## src/rtl/enviador_pkg.sv

```systemverilog
// Shared definitions for the lock digit transmitter: state encoding, strobe
// polarity and BCD nibble extraction.
package enviador_pkg;

  typedef enum logic [2:0] {
    OCIOSO    = 3'd0,
    PREPARA   = 3'd1,
    PULSO     = 3'd2,
    INTERVALO = 3'd3,
    FIM       = 3'd4,
    ABORTA    = 3'd5
  } estado_t;

  localparam logic        INSERE_ATIVO = 1'b0;
  localparam int unsigned MAX_DIGITS   = 8;

  // Digit k of an n-digit code, k=0 being the most significant nibble.
  function automatic logic [3:0] digito(input logic [4*MAX_DIGITS-1:0] code,
                                        input int unsigned n,
                                        input int unsigned k);
    logic [4*MAX_DIGITS-1:0] desloc;
    desloc = code >> (4 * (n - 1 - k));
    return desloc[3:0];
  endfunction

  function automatic logic codigo_valido(input logic [4*MAX_DIGITS-1:0] code,
                                         input int unsigned n);
    logic ok;
    ok = 1'b1;
    for (int unsigned k = 0; k < n; k++) begin
      if (digito(code, n, k) > 4'd9) ok = 1'b0;
    end
    return ok;
  endfunction

endpackage

```

## src/rtl/temporizador_ciclos.sv

```systemverilog
// Loadable down-counter with a zero flag; holds at zero until reloaded.
module temporizador_ciclos #(
  parameter int unsigned WIDTH = 3
) (
  input  logic             clk,
  input  logic             reset,
  input  logic             carrega,
  input  logic             habilita,
  input  logic [WIDTH-1:0] valor,
  output logic             zero
);

  logic [WIDTH-1:0] cnt_q, cnt_d;

  always_comb begin
    cnt_d = cnt_q;
    if (carrega) begin
      cnt_d = valor;
    end else if (habilita && (cnt_q != '0)) begin
      cnt_d = cnt_q - WIDTH'(1);
    end
  end

  always_ff @(posedge clk or posedge reset) begin
    if (reset) cnt_q <= '0;
    else       cnt_q <= cnt_d;
  end

  assign zero = (cnt_q == '0);

endmodule

```

## src/rtl/enviador_senha.sv

```systemverilog
// Plays a stored BCD code into the lock as active-low insere strobes, MS digit
// first, and stops early if the lock's error LED is lit at the end of a gap.
module enviador_senha
  import enviador_pkg::*;
#(
  parameter int unsigned             N_DIGITS    = 6,
  parameter logic [4*N_DIGITS-1:0]   CODE        = 24'h590981,
  parameter int unsigned             HOLD_CYCLES = 4,
  parameter int unsigned             GAP_CYCLES  = 4
) (
  input  logic       clk,
  input  logic       reset,
  input  logic       inicia,
  input  logic       erro_in,
  output logic [3:0] numero,
  output logic       insere,
  output logic       ocupado,
  output logic       concluido,
  output logic       abortado,
  output logic [2:0] indice
);

  localparam int unsigned MAX_CICLOS = (HOLD_CYCLES > GAP_CYCLES) ? HOLD_CYCLES : GAP_CYCLES;
  localparam int unsigned TW         = $clog2(MAX_CICLOS + 1);
  localparam logic [TW-1:0] CARGA_PULSO     = TW'(HOLD_CYCLES - 1);
  localparam logic [TW-1:0] CARGA_INTERVALO = TW'(GAP_CYCLES - 1);
  localparam logic [4*MAX_DIGITS-1:0] CODE_EXT = (4*MAX_DIGITS)'(CODE);
  localparam logic [2:0]  ULTIMO     = 3'(N_DIGITS - 1);

  if ((N_DIGITS < 1) || (N_DIGITS > MAX_DIGITS)) begin : g_chk_digits
    $error("enviador_senha: N_DIGITS must be in 1..8");
  end
  if ((HOLD_CYCLES < 1) || (GAP_CYCLES < 1)) begin : g_chk_tempos
    $error("enviador_senha: HOLD_CYCLES and GAP_CYCLES must be >= 1");
  end
  if (!codigo_valido(CODE_EXT, N_DIGITS)) begin : g_chk_bcd
    $error("enviador_senha: CODE contains a non-BCD nibble");
  end

  estado_t    state_q, state_d;
  logic [3:0] numero_q, numero_d;
  logic       insere_q, insere_d;
  logic       ocupado_q, ocupado_d;
  logic       concluido_q, concluido_d;
  logic       abortado_q, abortado_d;
  logic [2:0] indice_q, indice_d;

  logic          tempo_zero;
  logic          tempo_carrega;
  logic          tempo_habilita;
  logic [TW-1:0] tempo_valor;

  temporizador_ciclos #(
    .WIDTH (TW)
  ) u_temporizador (
    .clk      (clk),
    .reset    (reset),
    .carrega  (tempo_carrega),
    .habilita (tempo_habilita),
    .valor    (tempo_valor),
    .zero     (tempo_zero)
  );

  always_ff @(posedge clk or posedge reset) begin
    if (reset) begin
      state_q     <= OCIOSO;
      numero_q    <= '0;
      insere_q    <= ~INSERE_ATIVO;
      ocupado_q   <= 1'b0;
      concluido_q <= 1'b0;
      abortado_q  <= 1'b0;
      indice_q    <= '0;
    end else begin
      state_q     <= state_d;
      numero_q    <= numero_d;
      insere_q    <= insere_d;
      ocupado_q   <= ocupado_d;
      concluido_q <= concluido_d;
      abortado_q  <= abortado_d;
      indice_q    <= indice_d;
    end
  end

  // erro_in only matters on the final gap cycle; inicia only when not busy.
  always_comb begin
    state_d = state_q;
    case (state_q)
      OCIOSO, FIM, ABORTA: if (inicia) state_d = PREPARA;
      PREPARA:             state_d = PULSO;
      PULSO:               if (tempo_zero) state_d = INTERVALO;
      INTERVALO: begin
        if (tempo_zero) begin
          if (erro_in)                  state_d = ABORTA;
          else if (indice_q == ULTIMO)  state_d = FIM;
          else                          state_d = PREPARA;
        end
      end
      default:             state_d = OCIOSO;
    endcase
  end

  // Outputs are computed from the upcoming state so they can be registered
  // without adding a cycle of latency to the strobe.
  always_comb begin
    numero_d    = numero_q;
    indice_d    = indice_q;
    ocupado_d   = ocupado_q;
    concluido_d = concluido_q;
    abortado_d  = abortado_q;
    insere_d    = (state_d == PULSO) ? INSERE_ATIVO : ~INSERE_ATIVO;

    tempo_carrega  = 1'b0;
    tempo_valor    = CARGA_PULSO;
    tempo_habilita = (state_q == PULSO) || (state_q == INTERVALO);
    if (state_q == PREPARA) begin
      tempo_carrega = 1'b1;
    end else if ((state_q == PULSO) && tempo_zero) begin
      tempo_carrega = 1'b1;
      tempo_valor   = CARGA_INTERVALO;
    end

    if (state_d != state_q) begin
      case (state_d)
        PREPARA: begin
          if (state_q == INTERVALO) begin
            indice_d = indice_q + 3'd1;
            numero_d = digito(CODE_EXT, N_DIGITS, 32'(indice_q) + 32'd1);
          end else begin
            concluido_d = 1'b0;
            abortado_d  = 1'b0;
            ocupado_d   = 1'b1;
            indice_d    = '0;
            numero_d    = digito(CODE_EXT, N_DIGITS, 0);
          end
        end
        FIM: begin
          concluido_d = 1'b1;
          ocupado_d   = 1'b0;
          numero_d    = '0;
        end
        ABORTA: begin
          abortado_d = 1'b1;
          ocupado_d  = 1'b0;
          numero_d   = '0;
        end
        default: ;
      endcase
    end
  end

  assign numero    = numero_q;
  assign insere    = insere_q;
  assign ocupado   = ocupado_q;
  assign concluido = concluido_q;
  assign abortado  = abortado_q;
  assign indice    = indice_q;

endmodule

```

## config.mk

```make
export PLATFORM = sky130hd
export DESIGN_NAME = enviador_senha
export DESIGN_NICKNAME = d
export VERILOG_FILES = /design/src/rtl/enviador_pkg.sv /design/src/rtl/temporizador_ciclos.sv /design/src/rtl/enviador_senha.sv
export SDC_FILE = /design/constraint.sdc
export NUM_CORES = 1
export LEC_CHECK = 0
export CELL_PAD_IN_SITES_DETAIL_PLACEMENT = 0
export CELL_PAD_IN_SITES_GLOBAL_PLACEMENT = 2
export CORE_ASPECT_RATIO = 0.9
export CORE_MARGIN = 2
export CORE_UTILIZATION = 36
export CTS_CLUSTER_DIAMETER = 120
export DETAILED_ROUTE_END_ITERATION = 10
export PLACE_DENSITY_LB_ADDON = 0.1
export SLEW_MARGIN = 20
export SYNTH_ARGS = -nofsm -noshare
export SYNTH_HDL_FRONTEND = slang
export SYNTH_HIERARCHICAL = 1
export SYNTH_SLANG_ARGS = --single-unit
```

## constraint.sdc

```tcl
create_clock -name clk -period 5.1 [get_ports clk]
set_clock_uncertainty 0.15 [all_clocks]
set_input_delay 0.765 -clock clk [delete_from_list [all_inputs] [get_ports clk]]
set_output_delay 0.765 -clock clk [all_outputs]
set_load 0.03 [all_outputs]
```

==> results of run 1 <==
-- state kept, by name, indices dropped and copies added, names as in the netlist --
signal                cells
u_temporizador/cnt_q      3
state_q                   3
abortado                  1
ocupado                   1
numero                    3
concluido                 1
insere                    1
indice                    3
-- area by class of cell --
| class | count | area (sq um) |
|---|---|---|
| sequential | 16 | 402 |
| clock buffer | 4 | 36.3 |
| timing repair buffer | 13 | 130 |
| inverter | 10 | 37.5 |
| tap | 40 | 50.0 |
| fill | 262 | 1520 |
| multi-input combinational | 73 | 546 |
-- power breakdown --
group / internal (W) / switching [W]
Sequential: 0.000175 / 0.0000556
Clock: 0.0000435 / 0.0000431
Combinational: 0.000181 / 0.000212
-- logic make-up after synthesis --
| group | Yosys count | share of synthesized area |
|---|---|---|
| buf+inv | 16 | 0.0819 |
| simple gates | 36 | 0.231 |
| mux | 3 | 0.0342 |
| other cells | 2 | 0.00734 |
| fa+ha+maj | 6 | 0.0733 |
| flops | 16 | 0.392 |
| compound gates | 23 | 0.171 |
| xor+xnor | 1 | 0.00856 |
-- worst max path at each step --
stage | slack, ns | start | to
finish | 2.51 | indice[2] | indice[2]
global route | 2.44 | indice[2] | indice[2]
CTS | 2.50 | indice[2] | indice[2]
detailed placement | 2.76 | inicia | indice[0]
global placement | 2.73 | inicia | indice[0]
floorplan | 3.11 | u_temporizador/cnt_q[0] | u_temporizador/cnt_q[0]
-- metrics by stage --
stage,instance area (sq um),instances,power [W],hold slack [ns]
floorplan,1030,105,0.000547,0.369
global placement,1160,152,0.000620,0.301
detailed placement,1160,152,0.000627,0.328
CTS,1200,156,0.000718,0.354
global route,1200,156,0.000769,0.382
finish,1200,156,0.000710,0.355
-- worst reg2reg max path, delay by kind of cell (launching register included) --
| family | cells | cell delay, ns |
|---|---|---|
| flops | 1 | 0.41 |
| simple gates | 2 | 0.67 |
| fa+ha+maj | 2 | 0.53 |
| buf+inv | 1 | 0.06 |
| compound gates | 2 | 0.42 |
-- layer usage --
layer  wire length (microns)  track usage  share of wire
met1                    1140        0.228           0.54
met4                      15       0.0333         0.0071
met5                       0            0              0
met2                     866        0.181           0.41
met3                      79       0.0496          0.038
-- Yosys cell counts, types with 2 or more instances --
library cell	n
o21ai_0	4
nor2b_1	4
dfrtp_1	15
a221o_1	3
a21oi_1	6
nand4_1	2
and2b_1	2
nand2_1	8
buf_6	2
nor4_1	2
nor3_1	3
nor2_1	6
nor4b_1	3
conb_1	2
mux2i_1	2
ha_1	6
inv_1	10
buf_4	2
==> qor.yml, run 1 <==
hp-start: "numero[0]"
post-route-drc-count: 0
h-tree-depth: 1
wl_per_cell_microns: 13.4
fmax_ghz: 0.386
vias: 768
vdd_drop_max_uv: 214
layout.nets: 127
grt_pass1_vias: 646
r2r_cells: 7
grt_max_degree: 14
cts_root_buffer: "clkbuf_4"
drv_slew: 0
crit_arrival_ns: 1.68
critical_path_class: "flop to primary output"
setup_ws_ns: 2.51
core_area_sq_mm: 0.00273
synth_top_cell_by_area: "dfrtp_1"
ys_seq_area_frac: 0.392
hold_end: "numero[0]"
dieArea_sq_mm: 0.00329
cp_max_fo: 12
finalSetupTns_ns: 0
num_io_pins: 15
r2r_slack_ns: 2.75
setup-violations-final: 0
grt_use_total: 0.145
clock_latency_ns: 0.29
power.density_mw_per_mm2: 591
mostFrequentLayoutCells: "dfrtp_1, clkdlybuf4s50_1, inv_1"
min_path_cells: 2
via_per_inst: 4.92
drt_iter0_markers: 32
synth_edf_count: 0
status: "finished, final reports clean"
critPathCaptureType: "primary output"
clk_pin_slew_worst_paths_ns: 0.10
cp_slowest_cell: "clkdlybuf4s50_1"
timing.critical_path.buf_inv: 1
dieHeight_microns: 54.6
place_hpwl_microns: 1530
hold_buffers: 0
postSynth.asyncResetShare: 1.00
slew_headroom: 0.625
cts_buffers: 3
path_cells: "clkdlybuf4s50_1"
postCtsSetupBuffers: 0
die_w_microns: 60.2
synthCells: 103
cts_resized: 0
critical_path_required_ns: 4.18
gp_congestion: 0.778
grt.overflow.total: 0
grt_pass1_wl_microns: 3390
worst_r2r_endpoint: "u_temporizador/cnt_q[0]"
slowest_delay_ns: 0.76
cts_tree: "done"
hold_class: "flop to flop"
leakage_nw: 0.533
yosysUniqueCellTypes: 39
critPathLaunchType: "flop"
ys.flop_type: "dfrtp_1"
synth_seq_cells: 16
finalWirelength_microns: 2100
area_growth_pct: 17.4
antenna_found_initial: 0
io_buffer_count: 13
cp_num_cells: 1
syn_area_per_cell_sq_um: 9.94
hold_violations: 0
worst_slew_pin_slew_ns: 0.561
rr_startpoint: "u_temporizador/cnt_q[0]"
rsz0062_at_grt: "false"
netlist.area_leader.share: 0.367
yosys_warnings: 6
drv_cap: 0
utilization: 0.441
n_antenna_cell: 0
clockBufferDepth: 2
path_delay_family: "buffers and inverters"
synthTopCellsByArea: "dfrtp_1, ha_1, inv_1"
dp_slack_ns: 2.76
first_pass_iters: 6
synth_area_sq_mm: 0.00102
drtAntennaViolNets: 0
fin_crit_sh: 0.508
rows: 18
clock_sinks: 16
drive_gt1_frac: 0.103
initial_core_util: 0.376
final_common_cell: "dfrtp_1"
fin_crit_ns: 2.59
No activity file was read; power rests on OpenSTA's default activity.
==> inputs of run 2 (changes only) <==
--- a/config.mk
+++ b/config.mk
@@ -9,7 +9,7 @@
 export CELL_PAD_IN_SITES_GLOBAL_PLACEMENT = 2
 export CORE_ASPECT_RATIO = 0.9
 export CORE_MARGIN = 2
-export CORE_UTILIZATION = 36
+export CORE_UTILIZATION = 33
 export CTS_CLUSTER_DIAMETER = 120
 export DETAILED_ROUTE_END_ITERATION = 10
 export PLACE_DENSITY_LB_ADDON = 0.1
==> constraint.sdc (replaced) <==
create_clock -name clk -period 2.6 [get_ports clk]
set_clock_uncertainty 0.15 [all_clocks]
set_input_delay 0.39 -clock clk [delete_from_list [all_inputs] [get_ports clk]]
set_output_delay 0.39 -clock clk [all_outputs]
set_load 0.03 [all_outputs]
==> run 2 against run 1 <==
  * Sequential power up 96%
  * Sequential cell count unchanged
  * Global-route usage down 1.2 points
  * Critical path type unchanged
  * Clock power up 96%
  * First-iteration DRC count up 41%
  * Highest routed layer unchanged
  * Cell count up 2.6%
  * Sequential share of layout area down 0.48 points
  * Power up 100%
  * Core utilization down 3.4 points
  * Largest cell class unchanged
  * Combinational power up 100%
==> qor.yml, run 2 (same netlist as run 1, synthesis figures left out) <==
clockBufferDepth: 2  # unchanged
placed_cell_area_sq_mm: 0.00118  # +1.5%
rsz0062_at_grt: "false"
postCtsSetupBuffers: 0  # unchanged
hold_buffers: 0  # unchanged
drv_slew: 0  # unchanged
worst_slew_pin_slew_ns: 0.523  # -0.0385 ns
drv_cap: 0  # unchanged
critPathLaunch: "indice[2]"
critPathCaptureType: "primary output"
slowest_delay_ns: 0.76  # about the same
r2r_cells: 8  # +1
first_pass_iters: 4  # -2
antenna_found_initial: 0  # unchanged
whs_ns: 0.139  # -0.215 ns
cts_tree: "done"
finalWirelength_microns: 2100  # about the same
path_delay_family: "buffers and inverters"
core_area_sq_mm: 0.00300  # +9.9%
clk_pin_slew_worst_paths_ns: 0.10  # about the same
post-route-drc-count: 0  # unchanged
vdd_drop_max_uv: 406  # +90%
critical_path_required_ns: 2.06  # -2.12 ns
cts_resized: 0  # unchanged
utilization: 0.407  # -0.0339
hold_class: "input pin to async pin"
clock_latency_ns: 0.29  # about the same
grt.overflow.total: 0  # unchanged
place_inst: 156  # +2.6%
status: "finished, final reports clean"
cp_max_fo: 12  # unchanged
wl_per_cell_microns: 13.1  # -2.4%
crit_arrival_ns: 1.69  # about the same
finalSetupTns_ns: 0  # unchanged
mostFrequentLayoutCells: "dfrtp_1, clkdlybuf4s50_1, inv_1"
clock_sinks: 16  # unchanged
drt_iter0_markers: 45  # +41%
vias: 776  # +1.0%
grt_pass1_vias: 713  # +10%
place_hpwl_microns: 1560  # +2.1%
num_io_pins: 15  # unchanged
via_per_inst: 4.85  # -1.5%
hold_violations: 0  # unchanged
final_common_cell: "dfrtp_1"
drtAntennaViolNets: 0  # unchanged
grt_use_total: 0.132  # -0.0122
initial_core_util: 0.342  # -0.0339
grt_pass1_wl_microns: 3630  # +7.1%
timing.critical_path.buf_inv: 1  # unchanged
rows: 19  # +1
cts_buffers: 3  # unchanged
die_w_microns: 62.7  # +4.2%
drive_gt1_frac: 0.119  # +0.0152
cts_root_buffer: "clkbuf_4"
cp_slowest_cell: "clkdlybuf4s50_1"
fin_crit_ns: 2.23
leakage_nw: 0.543  # +1.9%
cp_num_cells: 1  # unchanged
io_buffer_count: 13  # unchanged
fin_crit_sh: 0.858
layout.nets: 129  # +1.6%
area_growth_pct: 19.1
postLayoutCellArea_sq_mm: 0.00122  # +1.5%
grt_max_degree: 14  # unchanged
n_antenna_cell: 0  # unchanged
finalNonFillerCells: 160  # +2.6%
h-tree-depth: 1  # unchanged
dieArea_sq_mm: 0.00356  # +8.4%
critical_path_class: "flop to primary output"
dieHeight_microns: 56.8  # +4.1%
path_cells: "clkdlybuf4s50_1"
critPathLaunchType: "flop"
rr_startpoint: "u_temporizador/cnt_q[0]"
setup-violations-final: 0  # unchanged
power.density_mw_per_mm2: 1170  # +97%
fmax_ghz: 0.448
slew_headroom: 0.651  # +0.0257
gp_congestion: 0.718  # -7.7%
[run 2: final timing paths]
check,to,slack [ns]
worst max-delay path,indice[2],0.37
max in group asynchronous,insere,1.63
worst min-delay path,u_temporizador/cnt_q[2],0.14
min in group clk,numero[2],0.33
worst min register to register,numero[2],0.33
worst max register to register,indice[0],0.44
[run 2: worst reg2reg max path, stage by stage, from the launching register on]
cell and delay [ns]:
dfrtp_1 0.40, inv_1 0.06, ha_1 0.14, ha_1 0.27, buf_4 0.19, nand4b_4 0.18
a211oi_4 0.31, nor2_1 0.09, mux2_4 0.27
[run 2: cell type report]
cell class / instances / area [sq um]
fill: 315 / 1780
multi-input combinational: 73 / 546
sequential: 16 / 402
timing repair buffer: 15 / 145
tap: 42 / 52.6
inverter: 10 / 37.5
clock buffer: 4 / 36.3
[run 2: power by group]
part	internal, W	switching (W)
registers	0.000343	0.000108
clock network	0.0000853	0.0000848
logic	0.000376	0.000424
total	0.000804	0.000616
[run 2: through the flow]
stage | total power (W) | setup slack [ns]
floorplan | 0.00107 | 0.611
global placement | 0.00126 | 0.484
CTS | 0.00144 | 0.363
detailed placement | 0.00126 | 0.440
global route | 0.00154 | 0.259
finish | 0.00142 | 0.369
[run 2: per-layer routing]
layer	global-route usage	vias to the layer above	share of wire	wire (microns)
met2	0.183	13	0.41	861
met5	0	-	0	0
met3	0.0461	2	0.042	89
li1	-	393	-	-
met1	0.196	368	0.54	1130
met4	0.0286	0	0.0081	17
==> inputs of run 3 (changes only) <==
--- a/config.mk
+++ b/config.mk
@@ -13,6 +13,7 @@
 export CTS_CLUSTER_DIAMETER = 120
 export DETAILED_ROUTE_END_ITERATION = 10
 export PLACE_DENSITY_LB_ADDON = 0.1
+export SKIP_LAST_GASP = 1
 export SLEW_MARGIN = 20
 export SYNTH_ARGS = -nofsm -noshare
 export SYNTH_HDL_FRONTEND = slang
==> results of run 3 <==
The final DEF is identical to that of run 2; final timing and power are the same.
==> edit 1: new RTL, config.mk and constraints of run 2 <==
Set the parameter `HOLD_CYCLES` to 8 (it was 4).
--- a/src/rtl/enviador_senha.sv
+++ b/src/rtl/enviador_senha.sv
@@ -6,5 +6,5 @@
   parameter int unsigned             N_DIGITS    = 6,
   parameter logic [4*N_DIGITS-1:0]   CODE        = 24'h590981,
-  parameter int unsigned             HOLD_CYCLES = 4,
+  parameter int unsigned             HOLD_CYCLES = 8,
   parameter int unsigned             GAP_CYCLES  = 4
 ) (
Function: changed (Yosys sat finds a counterexample within 10 cycles, from zero or initial values and one cycle with reset high).
==> edit 1 against run 2 <==
Sequential power is 15% higher; sequential cell count is 1 higher; via count is 11% higher; highest routed layer unchanged; setup slack worse by 130 ps; area after synthesis is 7.9% higher; die area is 7.4% higher; design area is 8.6% higher; wire length is 7.5% higher; total power is 17% higher; cell count is 8.1% higher; clock power is 17% higher.
==> edit 1: results (changes against run 2) <==
set qor(outcome) {finished, final reports clean} ;# unchanged
set qor(antenna_violations_before_repair) 0 ;# unchanged
set qor(intPower_uw) 942 ;# was 804 uW
set qor(grt_first_pass_wirelength_mm) 4.05 ;# was 3.63 mm
set qor(initialDrtViolationCount) 35 ;# was 45
set qor(numPortBuffers) 13 ;# unchanged
set qor(relSlewSlack) 0.643 ;# was 0.651
set qor(reg2reg_depth) 9 ;# was 8
set qor(preCtsSetupSlack_ps) 182 ;# was 440 ps
set qor(cts.reportedPaths.clkPinSlew_ps) 70 ;# was 100 ps
set qor(timing.critical_path.fanout_max) 5 ;# was 12
set qor(layout-drive-gt1-share) 0.153 ;# was 0.119
set qor(clk_path_buf_depth) 2 ;# unchanged
set qor(worst_path_largest_cell_delay_ps) 420 ;# was 760 ps
set qor(critical-path-top-delay-family) {simple AND/OR/NAND/NOR gates} ;# was buffers and inverters
set qor(postRouteWirelength_mm) 2.26 ;# was 2.10 mm
set qor(drt-pass1-iter-count) 4 ;# unchanged
set qor(clock_tree.htree_level_count) 1 ;# unchanged
set qor(synth_ff_type) {dfrtp_1} ;# unchanged
set qor(timing.hold.worst.class) {in2async} ;# unchanged
set qor(maxSlewViolCount) 0 ;# unchanged
set qor(gate_power_share) 0.569 ;# was 0.563
set qor(nets) 141 ;# was 129
set qor(vias_per_cell) 4.99 ;# was 4.85
set qor(grt_use_total) 0.137 ;# was 0.132
set qor(p_clk_frac) 0.120 ;# about the same
set qor(synth_commonest_cells) {dfrtp_1, inv_1, nand2_1, nor2_1, a21oi_1} ;# was dfrtp_1, inv_1, nand2_1
set qor(placed_area_um2) 1280 ;# was 1180 um2
set qor(synth_area_leaders) {dfrtp_1, ha_1, mux2i_1} ;# was dfrtp_1, ha_1, inv_1
set qor(filler_cell_count) 319 ;# was 315
set qor(cts_resized) 0 ;# unchanged
set qor(slowest_stage) {or3b_4} ;# was clkdlybuf4s50_1
set qor(worstSkewPairLatency_ps) 250 ;# was 290 ps
set qor(netlist-cell-type-count) 48 ;# was 39
set qor(data_arrival_time_of_the_critical_path_ps) 2350 ;# was 1690 ps
set qor(count_of_inserted_antenna_diode_cells) 0 ;# unchanged
set qor(vias_in_the_first_global_route) 862 ;# was 713
set qor(post_cts.repair.setup_buffers) 0 ;# unchanged
set qor(post_dp_hpwl_mm) 1.72 ;# was 1.56 mm
set qor(synth_seq_area_share) 0.386 ;# was 0.392
set qor(synth-warning-count) 6 ;# unchanged
set qor(largest_register_ffs) 4
set qor(ant_nets) 0 ;# unchanged
set qor(cts_made_buffers) 3 ;# unchanged
set qor(synthArstFlopShare) 1.00 ;# unchanged
set qor(routabilityCongestion) 0.768 ;# was 0.718
set qor(cts_root_buffer) {clkbuf_8} ;# was clkbuf_4
set qor(vdd.ir_drop.worst_mv) 0.436 ;# was 0.406 mV
set qor(registers.top_by_ff_count) {u_temporizador/cnt_q}
set qor(cellLeakagePower_nw) 0.598 ;# was 0.543 nW
set qor(maximum_number_of_pins_on_one_net_before_global_route_repair) 14 ;# unchanged
## edit 1: cell families after synthesis
logic type	share of synthesized area
AO/OA/AOI/OAI	0.169
XOR/XNOR	0.00793
adder cells (fa/ha/maj)	0.0566
buffers and inverters	0.0781
flip-flops	0.386
multiplexers	0.0555
other	0.00680
AND/OR/NAND/NOR	0.240
## edit 1: area by class of cell
class | instances | share of cell area
Inverter | 10 | 0.0284
Clock buffer | 4 | 0.0340
Tap cell | 42 | 0.0397
Sequential cell | 17 | 0.322
Timing Repair Buffer | 17 | 0.121
Multi-Input combinational cell | 83 | 0.455
## edit 1: per-stage QoR
step           power (mW)  instances   util
2_1_floorplan        1.21        116      -
3_3_place_gp         1.47        169  0.410
3_5_place_dp         1.47        169  0.410
4_1_cts              1.68        173  0.424
5_1_grt              1.82        173  0.425
6_report             1.66        173  0.425
## edit 1: per-layer routing
| layer | share of wire | vias to the layer above | track usage |
|---|---|---|---|
| li1 | - | 433 | - |
| met1 | 0.54 | 415 | 0.204 |
| met2 | 0.43 | 14 | 0.206 |
| met3 | 0.033 | 2 | 0.0344 |
| met4 | 0.0044 | 0 | 0.0182 |
| met5 | 0 | - | 0 |
## edit 1: worst paths after layout
| path | to | slack [ps] | start |
|---|---|---|---|
| worst max-delay path | u_temporizador/cnt_q[3] | 230 | u_temporizador/cnt_q[0] |
| worst min-delay path | u_temporizador/cnt_q[2] | 200 | reset |
| worst max register to register | u_temporizador/cnt_q[3] | 230 | u_temporizador/cnt_q[0] |
| worst min register to register | numero[2] | 340 | numero[2] |
| max in group asynchronous | insere | 1570 | reset |
| min in group clk | numero[2] | 340 | numero[2] |
==> edit 2: new RTL, config.mk and constraints of run 2 <==
Made on the original files. Register the inputs `inicia` and `erro_in` before use, with the module's reset. The logic sees them one clock later. Comments in the files are not updated.
--- a/src/rtl/enviador_senha.sv
+++ b/src/rtl/enviador_senha.sv
@@ -27,4 +27,17 @@
   localparam logic [4*MAX_DIGITS-1:0] CODE_EXT = (4*MAX_DIGITS)'(CODE);
   localparam logic [2:0]  ULTIMO     = 3'(N_DIGITS - 1);
+
+  logic inicia_q;
+  logic erro_q;
+
+  always_ff @(posedge clk or posedge reset) begin
+    if (reset) begin
+      inicia_q <= '0;
+      erro_q   <= '0;
+    end else begin
+      inicia_q <= inicia;
+      erro_q   <= erro_in;
+    end
+  end
 
   if ((N_DIGITS < 1) || (N_DIGITS > MAX_DIGITS)) begin : g_chk_digits
@@ -86,10 +99,10 @@
     state_d = state_q;
     case (state_q)
-      OCIOSO, FIM, ABORTA: if (inicia) state_d = PREPARA;
+      OCIOSO, FIM, ABORTA: if (inicia_q) state_d = PREPARA;
       PREPARA:             state_d = PULSO;
       PULSO:               if (tempo_zero) state_d = INTERVALO;
       INTERVALO: begin
         if (tempo_zero) begin
-          if (erro_in)                  state_d = ABORTA;
+          if (erro_q)                  state_d = ABORTA;
           else if (indice_q == ULTIMO)  state_d = FIM;
           else                          state_d = PREPARA;
Formal check against the unedited RTL: not equivalent (Yosys sat finds a counterexample within 4 cycles, from zero or initial values and one cycle with reset high).
==> edit 2 against run 2 <==
Wire length is 2.9% lower; global-route usage is 0.74 points lower; maximum frequency is 4.8% lower; sequential cell count is 2 higher; hold slack worse by 20 ps; total power is 9.5% higher; setup slack worse by 110 ps; design area is 3.8% higher; area after synthesis is 4.9% higher; sequential share of layout area is 2.8 points higher.
==> edit 2: results (changes against run 2) <==
set qor(outcome) {finished, final reports clean} ;# unchanged
set qor(synth_area_in_compound_gates) 0.216 ;# was 0.171
set qor(multi_input_comb_area_um2) 557 ;# was 546 um2
set qor(grt_use_total) 0.125 ;# was 0.132
set qor(post_dp_hpwl_mm) 1.52 ;# was 1.56 mm
set qor(cts_made_buffers) 3 ;# unchanged
set qor(cts_resized) 0 ;# unchanged
set qor(antenna_violations_before_repair) 0 ;# unchanged
set qor(synth_area_leaders) {dfrtp_1, ha_1, inv_1} ;# unchanged
set qor(cts.reportedPaths.clkPinSlew_ps) 110
set qor(preCtsSetupSlack_ps) 262 ;# was 440 ps
set qor(numPortBuffers) 13 ;# unchanged
set qor(cellLeakagePower_nw) 0.561 ;# was 0.543 nW
set qor(cts_root_buffer) {clkbuf_4} ;# unchanged
set qor(vias_in_the_first_global_route) 725 ;# was 713
set qor(nets) 132 ;# was 129
set qor(vdd.ir_drop.worst_mv) 0.405 ;# was 0.406 mV
set qor(postRouteWirelength_mm) 2.04 ;# was 2.10 mm
set qor(data_arrival_time_of_the_critical_path_ps) 2390 ;# was 1690 ps
set qor(vias_per_cell) 4.99 ;# was 4.85
set qor(synth_ff_type) {dfrtp_1} ;# unchanged
set qor(worstSkewPairLatency_ps) 300
set qor(placed_area_um2) 1230 ;# was 1180 um2
set qor(post_cts.repair.setup_buffers) 0 ;# unchanged
set qor(yosys.area_share.adder) 0.0816 ;# was 0.0733
set qor(synth_seq_area_share) 0.421 ;# was 0.392
set qor(filler_cell_count) 318 ;# was 315
set qor(clk_path_buf_depth) 2 ;# unchanged
set qor(synthArstFlopShare) 1.00 ;# unchanged
set qor(synth_commonest_cells) {dfrtp_1, inv_1, nand2_1} ;# unchanged
set qor(count_of_inserted_antenna_diode_cells) 0 ;# unchanged
set qor(timing.critical_path.fanout_max) 11 ;# was 12
set qor(netlist-cell-type-count) 40 ;# was 39
set qor(drt-pass1-iter-count) 4 ;# unchanged
set qor(switching_share) 0.438 ;# was 0.434
set qor(maximum_number_of_pins_on_one_net_before_global_route_repair) 16 ;# was 14
set qor(initialDrtViolationCount) 40 ;# was 45
set qor(synth-xor-area-share) 0.00816 ;# was 0.00856
set qor(layout-drive-gt1-share) 0.108 ;# was 0.119
set qor(worstMarginPinSlew_ps) 586 ;# was 523 ps
set qor(routabilityCongestion) 0.759 ;# was 0.718
set qor(synth.area.mux_share) 0.0198 ;# was 0.0342
set qor(clock_tree.htree_level_count) 1 ;# unchanged
set qor(timing.hold.worst.class) {in2async} ;# unchanged
set qor(grt_first_pass_wirelength_mm) 3.53 ;# was 3.63 mm
set qor(synth-warning-count) 6 ;# unchanged
[edit 2: cell count changes after synthesis, moves of 2 or more]
cell	delta
nor2_1	-3
nand4_1	-2
dfrtp_1	+2
a21oi_2	+2
o21ai_2	+2
nand2b_1	+2
o21ai_1	+3
nor3_1	-3
[edit 2: stage by stage]
stage	hold WS [ps]	cells
after floorplan	-6.36	107
after global placement	316	158
after global routing	107	162
final	119	162
after CTS	112	162
after detailed placement	325	158
[edit 2: final cells by class]
cell class | count | area share
tap | 42 | 0.0415
clock buffer | 4 | 0.0287
sequential | 18 | 0.357
inverter | 10 | 0.0297
timing repair buffer | 13 | 0.103
multi-input combinational | 75 | 0.440
[edit 2: power by group through the flow]
stage | clock network (mW) | logic, mW | registers, mW
floorplan | 0 | 0.606 | 0.576
global placement | 0 | 0.886 | 0.499
detailed placement | 0 | 0.890 | 0.503
CTS | 0.185 | 0.893 | 0.498
global route | 0.201 | 0.984 | 0.514
finish | 0.176 | 0.885 | 0.495
[edit 2: path summary, 6_finish.rpt]
check                                   startpoint                 endpoint  slack, ps  depth (start not counted)
hold / removal                               reset  u_temporizador/cnt_q[2]        120                          2
max in group asynchronous                    reset                 abortado       1600                          2
hold reg to reg                          concluido                concluido        340                          2
min in group clk                         concluido                concluido        340                          2
setup / recovery           u_temporizador/cnt_q[0]  u_temporizador/cnt_q[0]        260                          7
setup reg to reg           u_temporizador/cnt_q[0]  u_temporizador/cnt_q[0]        260                          7
[edit 2: kinds of logic after synthesis]
group	after synthesis
AOI/OAI and AO/OA	29
xor gates and xnor gates	1
adders and majority gates	7
buffers and inverters	14
DFF	18
muxes	2
other	2
and+or+nand+nor	32
[edit 2: worst max-delay path, stage by stage, from the launching register on]
cell	delay, ps
dfrtp_1	420
inv_1	70
ha_1	140
ha_1	370
a21oi_1	110
nor2_1	420
and2b_4	250
a221o_1	310
[edit 2: routing by layer]
layer  track usage  vias to the layer above  wire length [um]  part of all wire
li1              -                      397                 -                 -
met1         0.182                      392              1060              0.52
met2         0.180                       17               867              0.43
met3        0.0466                        2               103             0.050
met4        0.0182                        0                13            0.0064
met5             0                        -                 0                 0
